## src/rtl/dkongjr_snd_pkg.sv

```systemverilog
// dkongjr_snd_pkg
// Shared definitions for the Donkey Kong Jr. sound scheduler: decay FSM
// state encoding, DAC silence level, DAC source encoding and a saturating
// increment for the 16-bit tick counter.
package dkongjr_snd_pkg;

    typedef enum logic [2:0] {
        ST_IDLE  = 3'd0,
        ST_PLAY  = 3'd1,
        ST_HOLD  = 3'd2,
        ST_DECAY = 3'd3,
        ST_MUTE  = 3'd4
    } snd_state_t;

    // Mid-scale of the offset-binary DAC.
    localparam logic [7:0] SND_SILENCE = 8'h80;

    // DAC grant encoding as seen on O_SRC.
    localparam logic SRC_CPU = 1'b0;
    localparam logic SRC_SMP = 1'b1;

    function automatic logic [15:0] sat_inc16(input logic [15:0] v);
        return (v == 16'hFFFF) ? v : v + 16'd1;
    endfunction

endpackage

```

## src/rtl/dkongjr_snd_tick.sv

```systemverilog
// dkongjr_snd_tick
// Sample-rate divider. The counter runs 0..SAMPLE_CNT-1 and wraps; strobe is
// high in the cycle right after the wrap and tick follows one cycle later.
// Consumers that must present a registered result during the tick cycle make
// their decision on strobe, so both edges share one tick definition.
// Ports:
//   clk    - clock
//   rst_n  - asynchronous active-low reset
//   strobe - decision strobe, one cycle ahead of tick
//   tick   - one-cycle sample tick
module dkongjr_snd_tick #(
    parameter int SAMPLE_CNT = 1114
) (
    input  logic clk,
    input  logic rst_n,
    output logic strobe,
    output logic tick
);

    localparam int CW = (SAMPLE_CNT > 1) ? $clog2(SAMPLE_CNT) : 1;
    localparam logic [CW-1:0] LAST = CW'(SAMPLE_CNT - 1);

    logic [CW-1:0] cnt;

    always_ff @(posedge clk or negedge rst_n) begin
        if (!rst_n) begin
            cnt    <= '0;
            strobe <= 1'b0;
            tick   <= 1'b0;
        end else begin
            cnt    <= (cnt == LAST) ? '0 : cnt + 1'b1;
            strobe <= (cnt == LAST);
            tick   <= strobe;
        end
    end

endmodule

```

## src/rtl/dkongjr_snd_sched.sv

```systemverilog
// dkongjr_snd_sched
// Sample-rate scheduler/arbiter in front of the DK Jr. sound DAC. Shares the
// 8-bit DAC input between the sound-CPU latch and an optional sample
// requester, and sequences the decay-enable line (hold, decay, mute).
// All output updates land in the O_TICK cycle: decisions are taken on the
// clock edge that raises O_TICK, using the inputs sampled on that edge.
// Build option: define DKJR_SND_SMP_EN to include the sample requester and
// the arbiter; without it the sample inputs are ignored, O_SRC/O_SMP_ACK are
// 0 and the decay FSM runs unconditionally.
// Ports:
//   I_CLK, I_RESET_n        - clock, asynchronous active-low reset
//   I_CPU_WR, I_CPU_DAT     - sound-CPU DAC write strobe and value
//   I_DECAY_REQ             - decay request level from the sound latch
//   I_SMP_REQ, I_SMP_DAT    - sample available (level) and its value
//   O_SMP_ACK               - one-cycle pulse, sample value consumed
//   O_SND_DAT               - value to the DAC/decay stage
//   O_DECAY_EN              - decay enable to the envelope stage
//   O_SRC                   - current grant, 0 = CPU, 1 = sample
//   O_TICK                  - one-cycle sample tick
module dkongjr_snd_sched #(
    parameter int SAMPLE_CNT = 1114,
    parameter int HOLD_TICKS = 142,
    parameter int MUTE_TICKS = 6112,
    parameter int GRANT_MIN  = 8
) (
    input  logic       I_CLK,
    input  logic       I_RESET_n,
    input  logic       I_CPU_WR,
    input  logic [7:0] I_CPU_DAT,
    input  logic       I_DECAY_REQ,
    input  logic       I_SMP_REQ,
    input  logic [7:0] I_SMP_DAT,
    output logic       O_SMP_ACK,
    output logic [7:0] O_SND_DAT,
    output logic       O_DECAY_EN,
    output logic       O_SRC,
    output logic       O_TICK
);

    import dkongjr_snd_pkg::*;

    localparam logic [15:0] HOLD_LAST = 16'(HOLD_TICKS - 1);
    localparam logic [15:0] MUTE_LAST = 16'(MUTE_TICKS - 1);

    // dec: decision cycle, one cycle ahead of O_TICK
    logic dec;

    dkongjr_snd_tick #(.SAMPLE_CNT(SAMPLE_CNT)) u_tick (
        .clk    (I_CLK),
        .rst_n  (I_RESET_n),
        .strobe (dec),
        .tick   (O_TICK)
    );

    // CPU latch; a write coincident with the decision is used at once.
    logic [7:0] cpu_reg;
    logic [7:0] cpu_next;

    assign cpu_next = I_CPU_WR ? I_CPU_DAT : cpu_reg;

    always_ff @(posedge I_CLK or negedge I_RESET_n) begin
        if (!I_RESET_n) cpu_reg <= SND_SILENCE;
        else            cpu_reg <= cpu_next;
    end

    // ---------------------------------------------------------------
    // Arbiter
    // ---------------------------------------------------------------
    logic src;       // current grant
    logic src_n;     // grant after this decision
    logic smp_take;  // sample consumed on this decision

`ifdef DKJR_SND_SMP_EN
    localparam int DW = (GRANT_MIN > 0) ? $clog2(GRANT_MIN + 1) : 1;
    localparam logic [DW-1:0] DMAX = DW'(GRANT_MIN);

    logic [DW-1:0] dwell;
    logic          dwell_ok;
    logic          pend;      // CPU write seen since the last decision
    logic          pend_now;

    assign dwell_ok = (dwell >= DMAX);
    assign pend_now = pend | I_CPU_WR;

    always_comb begin
        src_n = src;
        if (dec) begin
            if (src == SRC_CPU) begin
                if (I_SMP_REQ && dwell_ok) src_n = SRC_SMP;
            end else if (!I_SMP_REQ || (dwell_ok && pend_now)) begin
                src_n = SRC_CPU;
            end
        end
    end

    always_ff @(posedge I_CLK or negedge I_RESET_n) begin
        if (!I_RESET_n) begin
            src   <= SRC_CPU;
            dwell <= '0;
            pend  <= 1'b0;
        end else if (dec) begin
            src  <= src_n;
            pend <= 1'b0;
            if (src_n != src)  dwell <= '0;
            else if (!dwell_ok) dwell <= dwell + 1'b1;
        end else if (I_CPU_WR) begin
            pend <= 1'b1;
        end
    end

    // Staying on (or moving to) the sample source implies I_SMP_REQ=1.
    assign smp_take = dec && (src_n == SRC_SMP);
`else
    assign src      = SRC_CPU;
    assign src_n    = SRC_CPU;
    assign smp_take = 1'b0;

    logic unused_smp;
    assign unused_smp = ^{I_SMP_REQ, I_SMP_DAT};
`endif

    // ---------------------------------------------------------------
    // Decay FSM (CPU path)
    // ---------------------------------------------------------------
    snd_state_t  state, state_n;
    logic [15:0] tcnt, tcnt_n;
    logic        frozen;

    assign frozen = (src == SRC_SMP);

    always_ff @(posedge I_CLK or negedge I_RESET_n) begin
        if (!I_RESET_n) begin
            state <= ST_IDLE;
            tcnt  <= 16'd0;
        end else begin
            state <= state_n;
            tcnt  <= tcnt_n;
        end
    end

    always_comb begin
        state_n = state;
        tcnt_n  = tcnt;
        if (frozen) begin
            // Handing the DAC back: any decay phase restarts from PLAY.
            if (dec && (src_n == SRC_CPU)) begin
                if (state != ST_IDLE) state_n = ST_PLAY;
                tcnt_n = 16'd0;
            end
        end else begin
            unique case (state)
                ST_IDLE: begin
                    if (I_CPU_WR) state_n = ST_PLAY;
                end
                ST_PLAY: begin
                    if (dec && I_DECAY_REQ) begin
                        state_n = ST_HOLD;
                        tcnt_n  = 16'd0;
                    end
                end
                ST_HOLD: begin
                    if (dec) begin
                        if (!I_DECAY_REQ) begin
                            state_n = ST_PLAY;
                        end else if (I_CPU_WR) begin
                            tcnt_n = 16'd0;           // retrigger wins
                        end else if (tcnt == HOLD_LAST) begin
                            state_n = ST_DECAY;
                            tcnt_n  = 16'd0;
                        end else begin
                            tcnt_n = sat_inc16(tcnt);
                        end
                    end else if (I_CPU_WR) begin
                        tcnt_n = 16'd0;
                    end
                end
                ST_DECAY: begin
                    if (dec) begin
                        if (!I_DECAY_REQ) begin
                            state_n = ST_PLAY;
                        end else if (tcnt == MUTE_LAST) begin
                            state_n = ST_MUTE;
                            tcnt_n  = 16'd0;
                        end else begin
                            tcnt_n = sat_inc16(tcnt);
                        end
                    end
                end
                ST_MUTE: begin
                    if (dec && !I_DECAY_REQ) state_n = ST_IDLE;
                end
                default: begin
                    state_n = ST_IDLE;
                    tcnt_n  = 16'd0;
                end
            endcase
        end
    end

    // ---------------------------------------------------------------
    // Output registers, loaded only on the decision edge
    // ---------------------------------------------------------------
    logic [7:0] snd, snd_n;
    logic       den, den_n;
    logic       ack;

    always_comb begin
        snd_n = (state_n == ST_IDLE || state_n == ST_MUTE) ? SND_SILENCE : cpu_next;
        den_n = (state_n == ST_DECAY || state_n == ST_MUTE);
`ifdef DKJR_SND_SMP_EN
        if (src_n == SRC_SMP) begin
            snd_n = I_SMP_DAT;
            den_n = 1'b0;
        end
`endif
    end

    always_ff @(posedge I_CLK or negedge I_RESET_n) begin
        if (!I_RESET_n) begin
            snd <= SND_SILENCE;
            den <= 1'b0;
            ack <= 1'b0;
        end else begin
            ack <= smp_take;
            if (dec) begin
                snd <= snd_n;
                den <= den_n;
            end
        end
    end

    assign O_SND_DAT  = snd;
    assign O_DECAY_EN = den;
    assign O_SMP_ACK  = ack;
    assign O_SRC      = src;

endmodule

```

## config.mk

```make
export PLATFORM = sky130hd
export DESIGN_NAME = dkongjr_snd_sched
export DESIGN_NICKNAME = d
export VERILOG_FILES = /design/src/rtl/dkongjr_snd_pkg.sv /design/src/rtl/dkongjr_snd_tick.sv /design/src/rtl/dkongjr_snd_sched.sv
export SDC_FILE = /design/constraint.sdc
export NUM_CORES = 1
export LEC_CHECK = 0
export BUFFER_PORTS_ARGS = -buffer_cell sky130_fd_sc_hd__buf_2
export CAP_MARGIN = 0
export CORE_MARGIN = 4
export CORE_UTILIZATION = 45
export DETAILED_ROUTE_END_ITERATION = 10
export PLACE_DENSITY_LB_ADDON = 0.2
export RECOVER_POWER = 100
export REMOVE_ABC_BUFFERS = 1
export SLEW_MARGIN = 10
export SYNTH_ARGS = -nofsm -noshare
export SYNTH_HDL_FRONTEND = slang
export SYNTH_SLANG_ARGS = --single-unit
```

## constraint.sdc

```tcl
create_clock -name I_CLK -period 1.9 [get_ports I_CLK]
set_clock_uncertainty 0.05 [all_clocks]
set_input_delay 0.19 -clock I_CLK [delete_from_list [all_inputs] [get_ports I_CLK]]
set_output_delay 0.19 -clock I_CLK [all_outputs]
set_load 0.01 [all_outputs]
```

# ---- After elaboration in Yosys (flattened, before gate mapping)
# Index checks and enable logic that the tools add are counted.
dict set report totals {
  ff_bits 49
  inputBits 21
  out_inout_bits 12
  elab_cells 60
}
dict set report op_classes {
  add_sub_neg 2
  eq_ne 15
  muxes 25
  bitwise 1
  reduce_logical 9
}
# cell n
set op_table {}
lappend op_table {{two-way mux 16 bit} 10}
lappend op_table {{case mux 16 bit (4 select lines)} 1}
lappend op_table {{two-way mux 3 bit} 10}
lappend op_table {{adder 16 x 1 -> 16 bit (second input constant)} 1}
lappend op_table {{equality test 16 x 13 -> 1 bit (second input constant)} 1}
lappend op_table {{equality test 16 bit (second input constant)} 1}
lappend op_table {{equality test 16 x 8 -> 1 bit (second input constant)} 1}
lappend op_table {{two-way mux 8 bit} 2}
lappend op_table {{case mux 3 bit (5 select lines)} 1}
lappend op_table {{adder 11 x 1 -> 11 bit (second input constant)} 1}
lappend op_table {{equality test 11 bit (second input constant)} 1}
lappend op_table {{two-way mux 11 bit} 1}
lappend op_table {{equality test 3 x 2 -> 1 bit (second input constant)} 3}
lappend op_table {{equality test 3 bit (second input constant)} 2}
lappend op_table {{zero test 3 bit} 2}
lappend op_table {{AND reduction 6 bit} 1}
lappend op_table {{inequality test 2 bit (second input constant)} 2}
lappend op_table {{equality test 3 x 1 -> 1 bit (second input constant)} 1}
lappend op_table {{inequality test 3 x 2 -> 1 bit (second input constant)} 1}
lappend op_table {{inequality test 3 bit (second input constant)} 1}
lappend op_table {{logical AND 1 bit} 2}
lappend op_table {{logical OR 1 bit} 2}
lappend op_table {{inequality test 2 x 1 -> 1 bit (second input constant)} 1}
lappend op_table {{OR reduction 2 bit} 1}
lappend op_table {{other kinds (2)} 2}

# ---- Logic depth before layout (Yosys ltp)
# Gate-level depths: netlist of the first run.
dict set report logic_depth {
  word_depth 9
  ltp_mapped 9
  ltp_nobuf 8
}

# ---- Hierarchy
# Synthesis of the first run repeated with hierarchy kept, for this count alone.
dict set report unflattened {
  hier_cells 234
  hier_area_um2 2487.4
}
# mod instances cells_per_inst area_per_inst_um2 seq_area_each_um2
set by_module_without_submodules {}
lappend by_module_without_submodules {dkongjr_snd_sched 1 184 1911.8 903.4}
lappend by_module_without_submodules {dkongjr_snd_tick 1 50 575.6 325.3}

# ---- Worst setup path before layout of the first run
# No wires, ideal clock.
dict set report synth_timing {
  kind {flip-flop to flip-flop}
  startpoint {reg tcnt[0]}
  endpoint {reg tcnt[9]}
  setup_time_ns 0.119
  t_arrival_ns 1.493
  path_slack_ns 0.238
  stages_incl_launch_ff 8
  n_path_buf 0
  path_cell_list {dfrtp_1 > ha_1 > nand4_1 > nor4_4 > nand3b_1 > nor3_1 > xnor2_1 > nor2_1}
}
dict set report synth_between {
  elab_chain_cells 7
  elab_cells_between_ends 13
  classes_between {1 x add/sub; 3 x eq/ne; 9 x mux}
}
# item line
set synth_lines {}
lappend synth_lines {{from (decl)} dkongjr_snd_sched.sv:126} ;# logic [15:0] tcnt, tcnt_n;
lappend synth_lines {{from (signal assigned)} dkongjr_snd_sched.sv:137} ;# tcnt <= tcnt_n;
lappend synth_lines {{adder 16 x 1 -> 16 bit / equality test 16 bit (equally long branches)} dkongjr_snd_pkg.sv:23} ;# return (v == 16'hFFFF) ? v : v + 16'd1;
lappend synth_lines {{two-way mux 16 bit} dkongjr_snd_pkg.sv:23}
lappend synth_lines {{two-way mux 16 bit} dkongjr_snd_sched.sv:167} ;# end else if (tcnt == HOLD_LAST) begin
lappend synth_lines {{two-way mux 16 bit} dkongjr_snd_sched.sv:165} ;# end else if (I_CPU_WR) begin
lappend synth_lines {{two-way mux 16 bit} dkongjr_snd_sched.sv:163} ;# if (!I_DECAY_REQ) begin
lappend synth_lines {{two-way mux 16 bit} dkongjr_snd_sched.sv:162} ;# if (dec) begin
lappend synth_lines {{case mux 16 bit (4 select lines) (*)} dkongjr_snd_sched.sv:151} ;# unique case (state)
# Mark *: on every way between the ends. The rest lies on a longest branch, timed or not. The select of a mux whose other input is x is not followed.
# A chain may end at the register's enable or synchronous reset.

# ---- Worst setup path in the final report of the first run
dict set report layout_timing {
  startpoint {reg tcnt[1]}
  endpoint {reg state[0]}
}
dict set report layout_between {
  elab_chain_cells 6
  elab_cells_between_ends 10
  classes_between {2 x eq/ne; 8 x mux}
}
# item line
set layout_lines {}
lappend layout_lines {{equality test 16 x 8 -> 1 bit} dkongjr_snd_sched.sv:167}
lappend layout_lines {{two-way mux 3 bit} dkongjr_snd_sched.sv:167}
lappend layout_lines {{two-way mux 3 bit} dkongjr_snd_sched.sv:165}
lappend layout_lines {{two-way mux 3 bit} dkongjr_snd_sched.sv:163}
lappend layout_lines {{two-way mux 3 bit} dkongjr_snd_sched.sv:162}
lappend layout_lines {{case mux 3 bit (5 select lines) (*)} dkongjr_snd_sched.sv:151}
lappend layout_lines {{named net state_n[0]} dkongjr_snd_sched.sv:125} ;# snd_state_t state, state_n;
lappend layout_lines {{to (signal assigned)} dkongjr_snd_sched.sv:136} ;# state <= state_n;
lappend layout_lines {{to (decl)} dkongjr_snd_sched.sv:125}
# The timed path passes the listed nets; every way through them passes the cells marked *.

==> results of run 1 <==
[report_power, final]
part,switching [mW],total (mW),leakage (nW),internal [mW]
Combinational,0.0616,0.113,0.564,0.0510
Sequential,0.0110,1.07,0.637,1.06
Clock,0.391,0.667,0.0506,0.276
Total,0.464,1.85,1.25,1.39
[through the flow]
step	worst slack, ps	TNS, ps	hold WS (ps)	cells	cell area, µm²
floorplan	67.7	0	-156	229	2440
global placement	64.6	0	233	336	2750
detailed placement	58.3	0	242	336	2750
CTS	29.5	0	56.2	345	2860
global route	-61.3	-391	61.2	352	2960
finish	55.7	0	66.6	352	2960
[placed cells by master (no fill, tap or decap), drive strengths merged, types with 9 or more instances in the layout]
master	n
dfrtp	47
nor2	39
buf	30
nand2	19
clkbuf	19
nand3	11
xor2	11
nand4	10
nor3	10
mux2i	9
[worst max path at each step]
| stage | depth (start not counted) | to | start |
|---|---|---|---|
| after global routing | 8 | O_SND_DAT[7] | tcnt[1] |
| after global placement | 8 | O_DECAY_EN | tcnt[1] |
| after floorplan | 6 | tcnt[8] | u_tick.strobe |
| after detailed placement | 8 | O_DECAY_EN | tcnt[1] |
| after CTS | 8 | O_DECAY_EN | tcnt[1] |
| final | 8 | state[0] | tcnt[1] |
[routing by layer]
layer | vias up | GRT usage, % | share of wire [%]
met1 | 880 | 21.1 | 46
met3 | 5 | 3.69 | 5.3
met5 | - | 0 | 0
met4 | 0 | 4.90 | 1.2
li1 | 918 | - | -
met2 | 33 | 25.4 | 47
[logic make-up (layout without fill, tap and decap cells)]
group	after synthesis	count (layout)	synth area share (%)
muxes	17	17	7.19
buffers and inverters	14	56	3.44
DFF	49	49	49.0
adders and majority gates	4	4	2.00
xor gates and xnor gates	19	19	6.64
AOI/OAI and AO/OA	25	25	7.58
other	1	2	0.150
and+or+nand+nor	110	110	24.0
[layout make-up]
class                   count  area, µm²
multi-input cells         177       1270
inverters                   3       11.3
repair buffers             45        264
clock inverters             3       28.8
well taps                  70       87.6
clock buffers               5       68.8
fillers                   473       2270
flip-flops and latches     49       1230
[worst max-delay path: cells and delay by family, from the launching register on]
family / cells / cell delay, ps
buffers and inverters: 4 / 550
flip-flops: 1 / 420
AND/OR/NAND/NOR: 2 / 340
AO/OA/AOI/OAI: 1 / 320
adder cells (fa/ha/maj): 1 / 120
[synthesized netlist by cell type (2+ instances only)]
cell type	n	area share (%)
nor3_1	9	1.8
buf_4	4	1.2
xnor2_1	8	2.8
o21ai_0	3	0.60
nor2_1	37	5.5
dfrtp_1	47	47
buf_6	2	0.90
mux2i_1	9	3.6
buf_2	2	0.40
o31ai_1	3	0.90
ha_1	4	2.0
nor4b_1	2	0.70
nand4_1	9	2.2
nand2b_1	2	0.50
nand3_1	11	2.2
clkbuf_1	2	0.30
nand2_1	19	2.8
xor2_1	11	3.8
a21oi_1	8	1.6
and4_1	2	0.70
mux2_2	8	3.6
dfstp_2	2	2.1
and2_1	2	0.50
inv_1	3	0.45
[what timing repair did]
| item | CTS | global route |
|---|---|---|
| hold endpoints to repair | 29 | 0 |
| buffers inserted | 0 | 7 |
| gates resized for setup | 0 | 21 |
| setup endpoints to repair | 0 | 25 |
| hold buffers | 1 | 0 |
==> flow_summary.ini, run 1 <==
[floorplan]
rows = 26
io_pins = 33
die_h_um = 82.6
die_w_um = 82.6
start_util_pct = 47.9
die_area_um2 = 6830
core_um2 = 5240

[clock_tree]
cts_root_buffer = clkbuf_8
tritoncts = built
htree_levels = 2
clk_latency_ps = 310
clk_pin_slew_ps = 110
numCtsBuffers = 5
cts.path.max_buffers = 2
cts.sinks = 49

[min_path]
holdPathEnd = cpu_reg[3]
hp-class = in -> reg
hold_path.startpoint = I_CPU_DAT[3]
min_path_cells = 2

[synth]
ys_types = 54
yosysSeqAreaShare_pct = 49.0
synth_edf_count = 0
ys_ff_latch = 49
avgSynthCellArea_um2 = 10.5
yosys_warnings = 0
async_flop_share_pct = 100
netlist_area_um2 = 2510
synth_ff_type = dfrtp_1
syn-instance-count = 239

[cells_and_area]
drive_gt1_share_pct = 27.7
top_register = tcnt
nNetsFinal = 306
antenna_cells = 0
reg_top3 = tcnt (16), u_tick.cnt (11)
largest_register_ffs = 16
area_growth_pct = 18.2
fin_util_pct = 56.6

[worst_setup_path]
r2r-end = state[0]
path_cells = inv_2, ha_4, nor4b_4, nand4_1, buf_4, o31ai_4, buf_4, buf_4
rr_startpoint = tcnt[1]
worstPathMaxFanout = 3
cp_slowest_cell = dfrtp_1
crit_type = reg -> reg
worst_path_most_repeated_cell = buf_4
max_stage_delay_ps = 420
r2r_slack_ps = 60
arrival_ps = 2060
ff2ff_path_depth = 8
endpoint_kind = register
critPathRequiredTime_ps = 2110
start_kind = register

[power_and_ir_drop]
p_per_area_nw_per_um2 = 626
power.total_mw = 1.85
peakVddDrop_uv = 237
p_leak_nw = 1.25

[global_route]
grt_pass1_wl_um = 8280
grt_max_degree = 34
grt_usage_pct = 15.8
grt_overflow = 0
antenna_found_initial = 0
grt_pass1_vias = 1809

[drt]
routed_wl_um = 4810
drt-initial-drc-count = 114
wl_per_cell_um = 13.7
antenna_left = 0
vias_per_cell = 5.22
dr.pass1.iters = 4
drc_errors = 0
via_count = 1836

[run_status]
status = finished clean

[sta]
period_share_pct = 97.1
hold_viol = 0
slew_violations = 0
fmax_mhz = 542
setup_viol = 0
maxSlewHeadroom_pct = 46.5
min_period_ps = 1840
rsz0062_at_grt = true
tightest_slew_ps = 803

[placed_design]
globalplace.congestion = 0.846
dp_hpwl_um = 3390
port_buffers = 21

[run]
maxCapViolations = 0
No activity file was read; power rests on OpenSTA's default activity.
==> run 2: changes to the inputs <==
Settings changed: BUFFER_PORTS_ARGS -buffer_cell sky130_fd_sc_hd__buf_2 to -buffer_cell sky130_fd_sc_hd__buf_4, CAP_MARGIN 0 to 20, PLACE_DENSITY set to 0.71, PLACE_DENSITY_LB_ADDON 0.2 to not set.
==> flow_summary.ini, run 2 (same netlist as run 1, synthesis figures left out) <==
[floorplan]
die_w_um = 82.6
die_area_um2 = 6830
die_h_um = 82.6
rows = 26
io_pins = 33
core_um2 = 5240
start_util_pct = 47.9

[cells_and_area]
fin_util_pct = 55.4
nNetsFinal = 296
antenna_cells = 0
seq_area_um2 = 1230
fill_cells = 451
top_register = tcnt
largest_register_ffs = 16
final_common_cell = dfrtp_1
drive_gt1_share_pct = 25.7
reg_top3 = tcnt (16), u_tick.cnt (11)
multi_input_area_um2 = 1250
final_cell_mix = dfrtp_1, nor2_1, buf_4, nand2_1
area_growth_pct = 15.8

[global_route]
antenna_found_initial = 0
grt_max_degree = 50
grt_overflow = 0
grt_pass1_wl_um = 8510
grt_pass1_vias = 1903
grt_usage_pct = 16.4

[power_and_ir_drop]
p_comb_share_pct = 6.0
p_leak_nw = 1.20
p_sw_mw = 0.470
power.share.sequential_pct = 58.0
power.total_mw = 1.85
switching_share_pct = 25.4
clkPwrFrac_pct = 36.1
peakVddDrop_uv = 589
p_per_area_nw_per_um2 = 638
internal_power_mw = 1.38

[clock_tree]
cts_root_buffer = clkbuf_8
cts.sinks = 49
cts.path.max_buffers = 2
tritoncts = built
htree_levels = 2
clk_latency_ps = 320
numCtsBuffers = 5
clk_pin_slew_ps = 100

[sta]
rsz0062_at_grt = true
slew_violations = 0
period_share_pct = 97.9
fmax_mhz = 537
setup_viol = 0
finalSetupTns_ps = 0
tightest_slew_ps = 1170
maxSlewHeadroom_pct = 22.2
min_period_ps = 1860
hold_viol = 0

[drt]
vias_per_cell = 5.25
wl_met2_um = 2360
wl_met3_um = 126
antenna_left = 0
drt-initial-drc-count = 55
top_layer_used = met4
dr.pass1.iters = 4
routed_wl_um = 4890
drc_errors = 0
wl_met1_um = 2300
wl_per_cell_um = 14.3
via_count = 1794

[placed_design]
port_buffers = 21
dp_hpwl_um = 3290
globalplace.congestion = 0.868

[worst_setup_path]
arrival_ps = 2060
worstPathMaxFanout = 4
critPathRequiredTime_ps = 2100
r2r_slack_ps = 40
start_kind = register
setup.worst_path.start = tcnt[1]
crit_type = reg -> reg
endpoint_kind = register
r2r-end = O_DECAY_EN
ff2ff_path_depth = 8
cp-endpoint = O_DECAY_EN
rr_startpoint = tcnt[1]

[run]
maxCapViolations = 0

[min_path]
hold_path.startpoint = I_CPU_DAT[2]
hp-class = in -> reg

[run_status]
status = finished clean
==> run 2: cell count changes in the layout (fill, tap and decap cells not counted), sizes merged <==
cell,delta
buf,-8
clkbuf,-2
clkinvlp,+1
clkinv,-1
==> run 2: worst min path at each step <==
stage	end	slack (ps)	cells after the start
2_1_floorplan	O_DECAY_EN	-160	0
3_3_place_gp	u_tick.cnt[6]	190	1
3_5_place_dp	u_tick.cnt[0]	200	1
4_1_cts	cpu_reg[2]	50	2
5_1_grt	cpu_reg[1]	50	2
6_report	cpu_reg[2]	60	2
==> run 2: routing by layer <==
metal  up-vias  GRT usage [%]
met5         -              0
met4         0           8.50
met3        10           3.15
met2        21           26.8
met1       869           20.6
li1        894              -
==> run 2: power groups by stage <==
stage,clock [mW],sequential [mW],combinational [mW]
final,0.669,1.07,0.111
after global routing,0.736,1.08,0.124
after CTS,0.690,1.07,0.111
after detailed placement,0,1.09,0.108
after global placement,0,1.09,0.107
after floorplan,0,1.09,0.0517
==> run 2: repair_timing <==
item | 4_1_cts | 5_1_grt
setup endpoints to repair | 0 | 24
hold buffers | 1 | 0
resized for setup | 0 | 20
endpoints found under the hold margin | 47 | 0
buffers inserted | 0 | 3
==> run 2: layout make-up <==
type                            instances  area share, %
Inverter                                3          0.388
Timing Repair Buffer                   35           7.63
Multi-Input combinational cell        177           43.2
Tap cell                               70           3.02
Clock buffer                            5           2.37
Sequential cell                        49           42.5
Clock inverter                          3          0.862
==> run 2: through the flow <==
stage / instance area [µm²] / hold slack (ps) / std cells / setup WS [ps]
2_1_floorplan: 2440 / -156 / 229 / 67.7
3_3_place_gp: 2760 / 192 / 330 / 75.4
3_5_place_dp: 2760 / 195 / 330 / 57.5
4_1_cts: 2860 / 54.5 / 339 / 6.29
5_1_grt: 2900 / 54.0 / 342 / -75.3
6_report: 2900 / 62.9 / 342 / 39.1
==> run 2: worst max-delay path, cell delays in order (launching register included) <==
cell and delay [ps]:
dfrtp_1 410, inv_2 80, ha_4 130, nor4b_4 180, nand4_1 170, buf_4 180
o31ai_4 350, a21oi_2 100, a21oi_1 140
